[src/rtl/mult_booth_r4_pkg.sv]
// mult_booth_r4_pkg: shared multdiv constants, state encoding, Booth codes and the lookahead add
package mult_booth_r4_pkg;
    localparam int WIDTH = 32;
    localparam int ACC_W = 34;

    typedef enum logic [1:0] {IDLE = 2'd0, RUN = 2'd1, DONE = 2'd2} state_t;

    localparam logic [2:0] SEL_ZERO  = 3'b000;
    localparam logic [2:0] SEL_PM_A  = 3'b001;
    localparam logic [2:0] SEL_PM_B  = 3'b010;
    localparam logic [2:0] SEL_P2M   = 3'b011;
    localparam logic [2:0] SEL_N2M   = 3'b100;
    localparam logic [2:0] SEL_NM_A  = 3'b101;
    localparam logic [2:0] SEL_NM_B  = 3'b110;
    localparam logic [2:0] SEL_ZERO2 = 3'b111;

    // Generate/propagate carry chain; the final carry-out is dropped (sum is modulo 2^ACC_W)
    function automatic logic [ACC_W-1:0] add_cla(input logic [ACC_W-1:0] a, input logic [ACC_W-1:0] b,
                                                 input logic cin);
        logic [ACC_W-1:0] g, p;
        logic [ACC_W:0] c;
        g = a & b;
        p = a ^ b;
        c = '0;
        c[0] = cin;
        for (int i = 0; i < ACC_W; i++) c[i+1] = g[i] | (p[i] & c[i]);
        return p ^ c[ACC_W-1:0];
    endfunction
endpackage

[src/rtl/booth_r4_sel.sv]
// booth_r4_sel: radix-4 Booth addend select; negatives are the inverted operand with cin = 1
module booth_r4_sel
    import mult_booth_r4_pkg::*;
(
    input  logic [2:0]       sel,
    input  logic [ACC_W-1:0] m,
    output logic [ACC_W-1:0] addend,
    output logic             cin
);
    logic [ACC_W-1:0] m2;

    assign m2 = m << 1;

    always_comb begin
        addend = '0;
        cin    = 1'b0;
        case (sel)
            SEL_PM_A, SEL_PM_B: addend = m;
            SEL_P2M:            addend = m2;
            SEL_N2M:            begin addend = ~m2; cin = 1'b1; end
            SEL_NM_A, SEL_NM_B: begin addend = ~m;  cin = 1'b1; end
            default:            addend = '0;
        endcase
    end
endmodule

[src/rtl/mult_booth_r4.sv]
// mult_booth_r4: sequential 32x32 signed radix-4 Booth multiplier, 17-cycle latency
module mult_booth_r4
    import mult_booth_r4_pkg::*;
#(
    parameter int ITER = WIDTH / 2
) (
    input  logic             clock,
    input  logic             resetn,
    input  logic             ctrl_MULT,
    input  logic [WIDTH-1:0] data_operandA,
    input  logic [WIDTH-1:0] data_operandB,
    output logic [WIDTH-1:0] data_result,
    output logic             data_exception,
    output logic             data_resultRDY,
    output logic             busy
);
    state_t state;
    logic [ACC_W-1:0] m, acc, addend, sum;
    logic [WIDTH-1:0] q;
    logic q_m1, cin;
    logic [3:0] cnt;
    logic [ACC_W+WIDTH:0] shifted;

    booth_r4_sel u_sel (.sel({q[1:0], q_m1}), .m(m), .addend(addend), .cin(cin));

    assign sum     = add_cla(acc, addend, cin);
    assign shifted = $signed({sum, q, q_m1}) >>> 2;
    assign busy    = state == RUN;

    // Outputs are captured on the final RUN edge so they are valid during the DONE cycle
    always_ff @(posedge clock or negedge resetn) begin
        if (!resetn) begin
            state          <= IDLE;
            m              <= '0;
            acc            <= '0;
            q              <= '0;
            q_m1           <= 1'b0;
            cnt            <= '0;
            data_result    <= '0;
            data_exception <= 1'b0;
            data_resultRDY <= 1'b0;
        end else begin
            data_resultRDY <= 1'b0;
            if (ctrl_MULT) begin
                m     <= {{(ACC_W-WIDTH){data_operandA[WIDTH-1]}}, data_operandA};
                acc   <= '0;
                q     <= data_operandB;
                q_m1  <= 1'b0;
                cnt   <= '0;
                state <= RUN;
            end else begin
                case (state)
                    RUN: begin
                        {acc, q, q_m1} <= shifted;
                        cnt            <= cnt + 4'd1;
                        if (cnt == 4'(ITER - 1)) begin
                            state          <= DONE;
                            data_result    <= shifted[WIDTH:1];
                            data_exception <= shifted[2*WIDTH:WIDTH+1] != {WIDTH{shifted[WIDTH]}};
                            data_resultRDY <= 1'b1;
                        end
                    end
                    DONE:    state <= IDLE;
                    default: state <= IDLE;
                endcase
            end
        end
    end
endmodule
[config.mk]
export PLATFORM = sky130hd
export DESIGN_NAME = mult_booth_r4
export DESIGN_NICKNAME = d
export VERILOG_FILES = /design/src/rtl/mult_booth_r4_pkg.sv /design/src/rtl/booth_r4_sel.sv /design/src/rtl/mult_booth_r4.sv
export SDC_FILE = /design/constraint.sdc
export NUM_CORES = 1
export LEC_CHECK = 0
export BUFFER_PORTS_ARGS = -buffer_cell sky130_fd_sc_hd__buf_2
export CORE_MARGIN = 4
export CORE_UTILIZATION = 59
export DETAILED_ROUTE_END_ITERATION = 8
export GPL_TIMING_DRIVEN = 0
export PLACE_DENSITY_LB_ADDON = 0.2
export SLEW_MARGIN = 10
export SYNTH_ARGS = -nofsm -noshare
export SYNTH_HDL_FRONTEND = slang
export SYNTH_HIERARCHICAL = 1
export SYNTH_SLANG_ARGS = --single-unit
[constraint.sdc]
create_clock -name clock -period 16.8 [get_ports clock]
set_input_delay 3.36 -clock clock [delete_from_list [all_inputs] [get_ports clock]]
set_output_delay 3.36 -clock clock [all_outputs]
set_load 0.01 [all_outputs]
; Yosys cells after proc, flatten, opt, wreduce, memory -nomap -nowiden
; Cells that the tools add are included.
[classes]
reduce_logical = 5
addsub = 1
bitwise = 72
eq_ne = 10
mux = 16
[ops]
columns = cell, n
row1 = case mux 34 bit (4 select lines), 1
row2 = two-way mux 34 bit, 2
row3 = inverter 34 bit, 2
row4 = XOR 34 bit, 2
row5 = two-way mux 32 bit, 2
row6 = AND 1 bit, 33
row7 = AND 33 bit, 1
row8 = bitwise OR 1 bit, 33
row9 = != test 32 bit, 1
row10 = == test 3 bit (second input constant), 3
row11 = two-way mux 4 bit, 2
row12 = == test 3 x 2 -> 1 bit (second input constant), 2
row13 = two-way mux 1 bit, 6
row14 = two-way mux 2 bit, 3
row15 = adder 4 x 1 -> 4 bit (second input constant), 1
row16 = == test 4 bit (second input constant), 1
row17 = OR reduction 2 bit, 2
row18 = == test 3 x 1 -> 1 bit (second input constant), 1
row19 = != test 3 x 2 -> 1 bit (second input constant), 1
row20 = AND reduction 3 bit, 1
row21 = OR reduction 3 bit, 1
row22 = == test 2 x 1 -> 1 bit (second input constant), 1
row23 = nonzero test 2 bit, 1
row24 = inverter 1 bit, 1
[totals]
regBits = 139
output_inout_bits = 35

; Depth between registers and ports, before layout
; Gate-level depths: netlist (run 1).
[logic_depth]
word_depth = 73
ltp_mapped = 42

; Cells and area by module
; Netlist (run 1), hierarchy kept.
[modules_own_cells]
columns = mod, area_per_inst_um2, cells_each, instances, seq_area_each_um2
row1 = mult_booth_r4, 6533.8, 629, 1, 3428.3
row2 = booth_r4_sel, 1249.9, 131, 1, 0.0

; Least setup slack after synthesis (run 1)
; Ideal clock, no wire load.
[synth_path]
kind = flip-flop to flip-flop
startpoint = reg q[1]
endpoint = reg data_exception
stages_incl_launch_ff = 43
required_time_ns = 16.667
slack_ns = 2.192
synth_period_minus_slack_ns = 14.608
setup_time_ns = 0.133
t_arrival_ns = 14.475
path_cell_list = dfrtp_1 > buf_4 > buf_2 > a21o_1 > a221oi_1 > inv_1 > fa_1 > fa_1 > fa_1 > fa_1 > fa_1 > fa_1 > fa_1 > fa_1 > fa_1 > fa_1 > fa_1 > fa_1 > [... 7 more ...] > fa_1 > fa_1 > fa_1 > fa_1 > fa_1 > fa_1 > fa_1 > fa_1 > fa_1 > fa_1 > fa_1 > fa_1 > fa_1 > fa_1 > nand4_1 > or2_2 > mux2i_1 > a31oi_1
[synth_via]
elab_chain_cells = 72
[synth_lines]
columns = item, line
row1 = start: declaration, mult_booth_r4.sv:19  ; logic [WIDTH-1:0] q;
row2 = start signal: assignment, mult_booth_r4.sv:47  ; q <= data_operandB;
row3 = start signal: assignment, mult_booth_r4.sv:54  ; {acc, q, q_m1} <= shifted;
row4 = == test 3 bit (tied with other cells), booth_r4_sel.sv:17  ; case (sel)
row5 = OR reduction 2 bit, booth_r4_sel.sv:17
row6 = case mux 34 bit (4 select lines) *, booth_r4_sel.sv:17
row7 = net addend[0], mult_booth_r4.sv:18  ; logic [ACC_W-1:0] m, acc, addend, sum;
row8 = XOR 34 bit, mult_booth_r4_pkg.sv:23  ; p = a ^ b;
row9 = AND 1 bit, mult_booth_r4_pkg.sv:26  ; for (int i = 0; i < ACC_W; i++) c[i+1] = g[i] | (p[i] & c[i]);
row10 = bitwise OR 1 bit *, mult_booth_r4_pkg.sv:26
row11 = AND 1 bit, mult_booth_r4_pkg.sv:26
row12 = [... 57 more ...], -
row13 = AND 1 bit, mult_booth_r4_pkg.sv:26
row14 = bitwise OR 1 bit, mult_booth_r4_pkg.sv:26
row15 = AND 1 bit, mult_booth_r4_pkg.sv:26
row16 = bitwise OR 1 bit, mult_booth_r4_pkg.sv:26
row17 = AND 1 bit, mult_booth_r4_pkg.sv:26
row18 = bitwise OR 1 bit, mult_booth_r4_pkg.sv:26
row19 = XOR 34 bit *, mult_booth_r4_pkg.sv:27  ; return p ^ c[ACC_W-1:0];
row20 = != test 32 bit *, mult_booth_r4.sv:59  ; data_exception <= shifted[2*WIDTH:WIDTH+1] != {WIDTH{shifted[WIDTH]}};
row21 = end signal: assignment, mult_booth_r4.sv:59
row22 = end: declaration, mult_booth_r4.sv:13  ; output logic data_exception,
; Mark *: on every way through the listed nets, which the timed path passes. The rest lies on a longest branch.
; A chain may end at the register's enable or synchronous reset.

; Worst setup path after layout (run 1)
; Same ends and word-level chain as after synthesis.

==> results of run 1 <==
-- layer usage --
layer  track usage (%)  vias up  wire [um]
met1              33.9     2937       7710
met3              5.71       40       1030
li1                  -     2804          -
met2              41.5      192       8620
met4              9.66        0        410
met5                 0        -          0
-- cell families after synthesis --
logic type / count (synthesis)
fa+ha+maj: 34
compound gates: 110
xor+xnor: 39
flops: 137
simple gates: 250
buf+inv: 127
mux: 63
-- registers in the layout, indices dropped and copies added (netlist names) --
name            count
m                  32
q                  32
data_exception      1
data_resultRDY      1
state               2
cnt                 4
acc                32
data_result        32
q_m1                1
-- how the worst min path moves through the flow --
| stage | startpoint | slack, ns | cells after the start | endpoint |
|---|---|---|---|---|
| after floorplan | q[18]$_DFFE_PN0P_ | 0.46 | 2 | data_result[16]$_DFFE_PN0P_ |
| after global placement | data_result[12]$_DFFE_PN0P_ | 0.45 | 2 | data_result[12]$_DFFE_PN0P_ |
| after detailed placement | data_result[10]$_DFFE_PN0P_ | 0.46 | 2 | data_result[10]$_DFFE_PN0P_ |
| after CTS | data_result[10]$_DFFE_PN0P_ | 0.47 | 2 | data_result[10]$_DFFE_PN0P_ |
| after global routing | data_result[16]$_DFFE_PN0P_ | 0.50 | 2 | data_result[16]$_DFFE_PN0P_ |
| final | data_result[16]$_DFFE_PN0P_ | 0.47 | 2 | data_result[16]$_DFFE_PN0P_ |
-- layout make-up --
type                       instances  share of cell area (%)
sequential                       137                    37.4
buffer                            57                    3.22
multi-input combinational        496                    41.4
clock buffer                      23                    5.33
timing repair buffer             101                    5.83
clock inverter                     9                    1.50
tap                              172                    2.35
inverter                          70                    2.88
-- layout by cell type (no fill, tap or decap), drive strengths merged, types with 5 or more instances in the layout --
cell type / instances
dfrtp: 137
nand2: 133
buf: 133
inv: 70
nor2: 54
clkbuf: 48
xnor2: 37
o21ai: 35
fa: 33
nand4b: 33
mux2: 32
o221ai: 32
mux2i: 31
a211oi: 19
a21oi: 18
nand3: 7
nand4: 6
nor4: 5
-- stage by stage --
stage	setup slack, ns	total power [W]	area (um^2)	utilization, %	std cells
floorplan	2.19	0.000718	7780	-	760
global placement	1.61	0.000795	8500	66.5	1032
detailed placement	1.51	0.000816	8530	66.8	1033
CTS	1.48	0.00121	9160	71.7	1065
global route	0.834	0.00129	9160	71.7	1065
finish	1.38	0.00121	9160	71.7	1065
-- power breakdown --
group | switching, W | leakage, nW | internal (W) | total, W
Combinational | 0.000218 | 2.01 | 0.000172 | 0.000390
Clock | 0.000139 | 0.292 | 0.000250 | 0.000389
Sequential | 0.0000431 | 1.74 | 0.000383 | 0.000426
Total | 0.000400 | 4.04 | 0.000805 | 0.00121
-- worst max-delay path, delay by kind of cell (launching register included) --
family                     cells  cell delay (ns)
muxes                          1             0.15
DFF                            1             0.43
adders and majority gates     33            13.22
AOI/OAI and AO/OA              3             0.58
buffers and inverters          3             0.51
and+or+nand+nor                2             0.39
==> summary.md, run 1 <==
| Metric | Value |
|---|---|
| Run status | `finished, final reports clean` |
| CTS sink count | `137` |
| Setup TNS | `0 ns` |
| Worst R2R Start | `q[1]$_DFFE_PN0P_` |
| Required @ worst endpoint | `17.09 ns` |
| Slowest stage delay, CP | `0.54 ns` |
| Mux contribution to synthesized area | `8.62%` |
| Vias/cell | `5.61` |
| # hold bufs at CTS | `0` |
| Clock latency on the worst-skew pair | `0.42 ns` |
| Detailed Place HPWL | `13.1 mm` |
| Main combinational cell family by area after synthesis | `simple AND/OR/NAND/NOR gates` |
| Initial antenna violation count | `0` |
| Synth area leaders | `dfrtp_1 (44%), fa_1 (8.5%), nand2_1 (6.4%), o221ai_2 (5.8%), mux2_2 (4.6%)` |
| Endpoint class of the critical path | `flop` |
| Antenna Cells | `0` |
| Post-synth top area share | `44.0%` |
| EDFF count, synth | `0` |
| DR vias | `5,973` |
| Post-Synthesis Cells | `760` |
| Slowest CP cell | `fa_1` |
| Clk_skew | `0.00537 ns` |
| Bufs on Longest Clock Path | `2` |
| CTS root buf | `clkbuf_16` |
| Vias in the first global route | `6,103` |
| Reg area | `3430 um^2` |
| Final hold slack | `0.467 ns` |
| Synthesized area per cell | `10.2 um^2` |
| Ports | `102` |
| PwrDens | `132 nW/um^2` |
| Fillers | `926` |
| Clock transition at the registers of the reported paths | `0.06 ns` |
| Synth area leader | `dfrtp_1` |
| Max IR drop VDD | `0.0781 mV` |
| Multi-input gate area | `3800 um^2` |
| Commonest cells post-synth | `dfrtp_1 (137), nand2_1 (133), inv_1 (68), nor2_1 (54), xnor2_1 (36)` |
| Initial DRC Count | `479` |
| Synth Area in XOR/XNOR | `4.48%` |
| Worst-path fanout max | `10` |
| Drt total wl | `17.8 mm` |
| Core area | `12,800 um^2` |
| Sequential area share after synthesis | `44.0%` |
| Die area | `15,100 um^2` |
| Nets@finish | `981` |
| Gr usage total | `25.6%` |
| Synth Area in Adders | `8.65%` |
| Hold Fails Final Rpt | `0` |
| Fraction of layout cells with a size suffix above 1 | `25.3%` |
| Worst flop-to-flop path endpoint | `data_exception$_DFFE_PN0P_` |
| Reg2reg setup slack | `1.38 ns` |
| FF+latch count, synth | `137` |
| Worst Tran Pin Value | `0.795 ns` |
| Endpoints failing setup | `0` |
| Routed Antenna Nets | `0` |
| First-pass GRT wire length | `30.3 mm` |
| RSZ-0062 raised after global routing | `no` |
| Setup Buffers After CTS | `0` |
| Static leakage | `4.04 nW` |
| Worst min path class | `flop to flop` |
| Die Y-Extent | `123 um` |
| Post-Synth Simple-Gate Area | `15.2%` |
| Crit path DAT | `15.70 ns` |
| Peak Freq | `0.0649 GHz` |
| Synthesis-to-layout area growth | `17.7%` |
| Largest net degree at the start of global routing | `89` |
| Grt ovf | `0` |
| Most frequent CP cell | `fa_1` |
| Cts bufs inserted | `17` |
| Period utilization | `91.8%` |
| Total of cells resized after clock tree synthesis | `0` |
| Worst R2R Path Depth | `42` |
| First-pass detailed-route iteration total | `5` |
| CTS tree | `yes` |
| CP endpoint | `data_exception$_DFFE_PN0P_` |
| Routed len/inst | `16.7 um` |
| Asr flop ratio synth | `100%` |
| Starting density of the core | `60.9%` |
| Tmin final | `15.42 ns` |
| DRC | `0` |
| Cell with the most instances after synthesis | `dfrtp_1` |
| Slew Limit Fails | `0` |
| Row count | `41` |
| Worst Setup SP | `q[1]$_DFFE_PN0P_` |
| Synth warn | `6` |
| Relative slew slack | `47.0%` |
| Crit path kind | `flop to flop` |
| Placer Congestion | `0.873` |
| H-tree depth | `4` |
| CP startpoint kind | `flop` |
| Compound-Gate Fraction of Synth Area | `11.9%` |
| Maximum Capacitance Violations | `0` |
| Netlist cell types | `40` |
| Syn nets | `861` |
| Post-synthesis cell area | `7780 um^2` |
| I/O Buffers | `100` |
| Die W | `123 um` |
| Synth Flop Type | `dfrtp_1` |
Note: power is estimated with default switching activity, not from simulation.
==> run 2, diff against run 1 <==
--- a/config.mk
+++ b/config.mk
@@ -7,7 +7,7 @@
 export LEC_CHECK = 0
 export BUFFER_PORTS_ARGS = -buffer_cell sky130_fd_sc_hd__buf_2
 export CORE_MARGIN = 4
-export CORE_UTILIZATION = 59
+export CORE_UTILIZATION = 63
 export DETAILED_ROUTE_END_ITERATION = 8
 export GPL_TIMING_DRIVEN = 0
 export PLACE_DENSITY_LB_ADDON = 0.2
==> constraint.sdc (replaced) <==
create_clock -name clock -period 19.4 [get_ports clock]
set_input_delay 3.88 -clock clock [delete_from_list [all_inputs] [get_ports clock]]
set_output_delay 3.88 -clock clock [all_outputs]
set_load 0.01 [all_outputs]
==> summary.md, run 2 (synthesis results as in run 1) <==
| Metric | Value |
|---|---|
| Grt ovf | `0` |
| Clk_skew | `0.00751 ns` |
| Largest net degree at the start of global routing | `71` |
| Hold path cells | `2` |
| Die W | `119 um` |
| Critical path's top delay family | `adder cells` |
| CTS root buf | `clkbuf_16` |
| Detailed Place HPWL | `13.2 mm` |
| First-pass GRT wire length | `30.7 mm` |
| Peak Freq | `0.0646 GHz` |
| Commonest non-fill, non-tap cell in the layout | `dfrtp_1` |
| DR vias | `6,032` |
| Reg power frac | `35.1%` |
| Max IR drop VDD | `0.0578 mV` |
| Reg2reg setup slack | `3.92 ns` |
| Endpoints failing setup | `0` |
| Ports | `102` |
| Worst Tran Pin Value | `0.761 ns` |
| Initial antenna violation count | `0` |
| Bufs on Longest Clock Path | `2` |
| Clock latency on the worst-skew pair | `0.42 ns` |
| PwrDens | `115 nW/um^2` |
| Clock share of power | `32.3%` |
| Nets@finish | `981` |
| Crit path DAT | `15.77 ns` |
| Period utilization | `79.8%` |
| Run status | `finished, final reports clean` |
| Setup TNS | `0 ns` |
| Drt total wl | `18.2 mm` |
| Worst flop-to-flop path endpoint | `data_exception$_DFFE_PN0P_` |
| Synthesis-to-layout area growth | `17.6%` |
| Static leakage | `4.05 nW` |
| First-pass detailed-route iteration total | `5` |
| CTS sink count | `137` |
| Commonest cells after routing, fill and taps aside | `dfrtp_1 (137), nand2_1 (133), buf_2 (119)` |
| Worst-path fanout max | `10` |
| Crit path kind | `flop to flop` |
| Worst Setup SP | `q[1]$_DFFE_PN0P_` |
| CP Buf/Inv Count | `3` |
| Tmin final | `15.48 ns` |
| Final hold slack | `0.465 ns` |
| Worst path depth | `42` |
| Initial DRC Count | `529` |
| Maximum Capacitance Violations | `0` |
| Row count | `40` |
| Die area | `14,200 um^2` |
| Total of cells resized after clock tree synthesis | `0` |
| Slowest CP cell | `fa_1` |
| Antenna Cells | `0` |
| Worst R2R Start | `q[1]$_DFFE_PN0P_` |
| Die Y-Extent | `119 um` |
| Vias/cell | `5.69` |
| CP endpoint | `data_exception$_DFFE_PN0P_` |
| Multi-input gate area | `3800 um^2` |
| Comb pwr share | `32.6%` |
| Cts bufs inserted | `17` |
| Vias in the first global route | `6,265` |
| Most frequent CP cell | `fa_1` |
| Routed Antenna Nets | `0` |
| Hold Fails Final Rpt | `0` |
| Fillers | `800` |
| Setup Buffers After CTS | `0` |
| # hold bufs at CTS | `0` |
| Routed len/inst | `17.1 um` |
| Switching power | `0.000354 W` |
| Slowest stage delay, CP | `0.54 ns` |
| Gr usage total | `27.0%` |
| RSZ-0062 raised after global routing | `no` |
| Clock transition at the registers of the reported paths | `0.06 ns` |
| CP startpoint kind | `flop` |
| Worst min path class | `flop to flop` |
| Switching Fraction | `33.6%` |
| Slew Limit Fails | `0` |
| Core area | `12,100 um^2` |
| I/O Buffers | `100` |
| Relative slew slack | `49.3%` |
| H-tree depth | `4` |
| Placer Congestion | `0.861` |
| Required @ worst endpoint | `19.69 ns` |
| Endpoint class of the critical path | `flop` |
| Internal power | `0.000698 W` |
| Reg area | `3430 um^2` |
| Fraction of layout cells with a size suffix above 1 | `25.3%` |
| Starting density of the core | `64.5%` |
| CTS tree | `yes` |
| Worst R2R Path Depth | `42` |
| DRC | `0` |
[run 2: changes by cell type in the layout (fill, tap and decap cells not counted), sizes merged]
cell and delta:
clkinv +3, clkinvlp -3
[run 2: tightest hold or removal path: cells and delay by family, from the launching register on]
family           cells  cell delay [ns]
DFF                  1             0.33
and+or+nand+nor      2             0.10
[run 2: metrics by stage]
stage | power (W) | setup slack (ns) | std cells | util (%) | instance area, um^2
after detailed placement | 0.000712 | 4.07 | 1029 | 70.7 | 8530
final | 0.00105 | 3.92 | 1061 | 75.9 | 9150
after global placement | 0.000688 | 4.20 | 1028 | 70.4 | 8490
after floorplan | 0.000622 | 4.79 | 760 | - | 7780
after global routing | 0.00112 | 3.39 | 1061 | 75.9 | 9150
after CTS | 0.00105 | 3.98 | 1061 | 75.9 | 9150
[run 2: area by class of cell]
type / instances / area share, %
plain buffers: 57 / 3.23
clock buffers: 23 / 5.33
clock inverters: 9 / 1.50
inverters: 70 / 2.88
multi-input cells: 496 / 41.5
flip-flops and latches: 137 / 37.5
well taps: 168 / 2.30
repair buffers: 101 / 5.84
[run 2: power groups by stage]
stage | Sequential, W | Combinational (W) | Clock [W]
floorplan | 0.000362 | 0.000260 | 0
global placement | 0.000369 | 0.000319 | 0
detailed placement | 0.000372 | 0.000340 | 0
CTS | 0.000368 | 0.000344 | 0.000343
global route | 0.000374 | 0.000390 | 0.000357
finish | 0.000369 | 0.000343 | 0.000340
[run 2: layer usage]
layer | GRT usage [%] | part of all wire (%) | vias up
met3 | 5.37 | 5.3 | 35
met1 | 34.0 | 42 | 2987
met5 | 0 | 0 | -
met4 | 9.63 | 2.0 | 0
met2 | 46.4 | 51 | 195
li1 | - | - | 2815
[run 2: worst min-delay path by stage]
stage / slack (ns) / start / endpoint
global placement: 0.45 / data_result[11]$_DFFE_PN0P_ / data_result[11]$_DFFE_PN0P_
finish: 0.47 / data_result[19]$_DFFE_PN0P_ / data_result[19]$_DFFE_PN0P_
floorplan: 0.46 / q[18]$_DFFE_PN0P_ / data_result[16]$_DFFE_PN0P_
detailed placement: 0.46 / data_result[19]$_DFFE_PN0P_ / data_result[19]$_DFFE_PN0P_
global route: 0.49 / data_result[19]$_DFFE_PN0P_ / data_result[19]$_DFFE_PN0P_
CTS: 0.47 / data_result[19]$_DFFE_PN0P_ / data_result[19]$_DFFE_PN0P_
==> run 3, diff against run 2 <==
--- a/config.mk
+++ b/config.mk
@@ -7,7 +7,7 @@
 export LEC_CHECK = 0
 export BUFFER_PORTS_ARGS = -buffer_cell sky130_fd_sc_hd__buf_2
 export CORE_MARGIN = 4
-export CORE_UTILIZATION = 63
+export CORE_UTILIZATION = 53
 export DETAILED_ROUTE_END_ITERATION = 8
 export GPL_TIMING_DRIVEN = 0
 export PLACE_DENSITY_LB_ADDON = 0.2
==> constraint.sdc (replaced) <==
create_clock -name clock -period 13.35 [get_ports clock]
set_input_delay 2.67 -clock clock [delete_from_list [all_inputs] [get_ports clock]]
set_output_delay 2.67 -clock clock [all_outputs]
set_load 0.01 [all_outputs]
==> summary.md, run 3 (synthesis results as in run 1) <==
| Metric | Value |
|---|---|
| Worst min path class | `flop to flop` |
| Worst Tran Pin Value | `0.714 ns` |
| Period utilization | `102%` |
| Met3 Track Usage GR | `4.29%` |
| Die Y-Extent | `129 um` |
| Commonest non-fill, non-tap cell in the layout | `dfrtp_1` |
| Static leakage | `4.07 nW` |
| Drt total wl | `17.9 mm` |
| Vias/cell | `5.47` |
| Reg area | `3430 um^2` |
| Nets@finish | `987` |
| Met1 usage | `30.1%` |
| H-tree depth | `4` |
| Core area | `14,500 um^2` |
| First-pass detailed-route iteration total | `5` |
| Run status | `finished, violations left` |
| Required @ worst endpoint | `13.64 ns` |
| CTS sink count | `137` |
| Placer Congestion | `0.831` |
| Crit path DAT | `13.91 ns` |
| Design area | `9310 um^2` |
| Slew Limit Fails | `0` |
| Layer with the highest usage | `met2` |
| Worst-path fanout max | `4` |
| Met2 GRT Util | `37.7%` |
| Die W | `129 um` |
| Maximum Capacitance Violations | `0` |
| Antenna Cells | `0` |
| Relative slew slack | `52.4%` |
| Fillers | `1,161` |
| Multi-input gate area | `3910 um^2` |
| Slowest stage delay, CP | `0.54 ns` |
| Endpoints failing setup | `1` |
| First-pass GRT wire length | `29.9 mm` |
| Hold Fails Final Rpt | `0` |
| PwrDens | `164 nW/um^2` |
| DR vias | `5,923` |
| Final worst slack | `-0.274 ns` |
| CTS tree | `yes` |
| Fraction of layout cells with a size suffix above 1 | `30.5%` |
| Grt ovf | `0` |
| Routed Antenna Nets | `0` |
| Tmin final | `13.62 ns` |
| Max IR drop VDD | `0.100 mV` |
| Most frequent CP cell | `fa_2` |
| DRC | `0` |
| Bufs on Longest Clock Path | `2` |
| Vias in the first global route | `5,997` |
| Largest net degree at the start of global routing | `72` |
| Starting density of the core | `53.8%` |
| Clock transition at the registers of the reported paths | `0.06 ns` |
| Post-DP Area | `8630 um^2` |
| Commonest cells after routing, fill and taps aside | `dfrtp_1 (134), nand2_1 (133), buf_2 (116)` |
| Routed len/inst | `16.5 um` |
| CTS root buf | `clkbuf_16` |
| Reg2reg setup slack | `-0.27 ns` |
| I/O Buffers | `100` |
| Row count | `44` |
| Crit path kind | `flop to flop` |
| Ports | `102` |
| Final hold slack | `0.467 ns` |
| Endpoint class of the critical path | `flop` |
| Slowest CP cell | `fa_2` |
| Cts bufs inserted | `17` |
| Failing checks | `setup timing` |
| Peak Freq | `0.0734 GHz` |
| Clk_skew | `0.00715 ns` |
| Gr usage total | `22.6%` |
| Synthesis-to-layout area growth | `19.6%` |
| Initial DRC Count | `287` |
| Setup WS pre-CTS | `-0.520 ns` |
| RSZ-0062 raised after global routing | `yes` |
| Clock latency on the worst-skew pair | `0.42 ns` |
| Die area | `16,700 um^2` |
| CP startpoint kind | `flop` |
| # hold bufs at CTS | `0` |
| Detailed Place HPWL | `13.3 mm` |
| Initial antenna violation count | `0` |
==> run 3: cell count changes in the layout (fill, tap and decap cells not counted), sizes merged <==
| cell | before | now |
|---|---|---|
| buf | 133 | 139 |
| inv | 70 | 69 |
| bufinv | 3 | 1 |
| clkinvlp | 1 | 4 |
==> run 3: worst max-delay path, delay by kind of cell, from the launching register on <==
family	cells	cell delay, ns
AO/OA/AOI/OAI	3	0.51
multiplexers	1	0.14
flip-flops	1	0.46
buffers and inverters	2	0.25
adder cells (fa/ha/maj)	33	11.76
AND/OR/NAND/NOR	2	0.37
==> run 3: metrics by stage <==
| stage | utilization (%) | power (W) | instances | TNS (ns) |
|---|---|---|---|---|
| 2_1_floorplan | - | 0.000924 | 760 | 0 |
| 3_3_place_gp | 59.4 | 0.00103 | 1044 | -0.637 |
| 3_5_place_dp | 59.6 | 0.00106 | 1045 | -0.845 |
| 4_1_cts | 64.2 | 0.00153 | 1083 | -0.228 |
| 5_1_grt | 64.3 | 0.00163 | 1083 | -0.992 |
| 6_report | 64.3 | 0.00153 | 1083 | -0.274 |
==> run 3: worst paths after layout <==
kind / end / cells after the start / from
max: data_exception$_DFFE_PN0P_ / 41 / q[1]$_DFFE_PN0P_
min in group asynchronous: data_result[6]$_DFFE_PN0P_ / 1 / resetn
min: data_result[14]$_DFFE_PN0P_ / 2 / data_result[14]$_DFFE_PN0P_
max reg2reg: data_exception$_DFFE_PN0P_ / 41 / q[1]$_DFFE_PN0P_
min reg2reg: data_result[14]$_DFFE_PN0P_ / 2 / data_result[14]$_DFFE_PN0P_
max in group asynchronous: q_m1$_DFFE_PN0P_ / 2 / resetn
==> run 3: layout make-up <==
| cell class | instances | area share, % |
|---|---|---|
| Buffer | 56 | 3.29 |
| Tap cell | 184 | 2.47 |
| Inverter | 70 | 2.83 |
| Multi-Input combinational cell | 496 | 42.0 |
| Clock inverter | 9 | 0.981 |
| Clock buffer | 23 | 5.24 |
| Timing Repair Buffer | 108 | 6.30 |
| Sequential cell | 137 | 36.9 |
==> run 3: what timing repair did <==
item,CTS,global route
pin swaps,3,1
buffers inserted,7,0
endpoints found under the setup margin,3,3
resized for setup,14,2
==> run 3: routing by layer <==
metal | part of all wire (%) | vias up
met5 | 0 | -
met4 | 1.4 | 0
met3 | 6.2 | 22
met2 | 49 | 172
met1 | 44 | 2908
li1 | - | 2821
==> run 3: power by group <==
group | total (W) | internal, W | switching [W]
registers | 0.000536 | 0.000483 | 0.0000534
logic | 0.000538 | 0.000249 | 0.000289
clock network | 0.000454 | 0.000276 | 0.000178
total | 0.00153 | 0.00101 | 0.000520
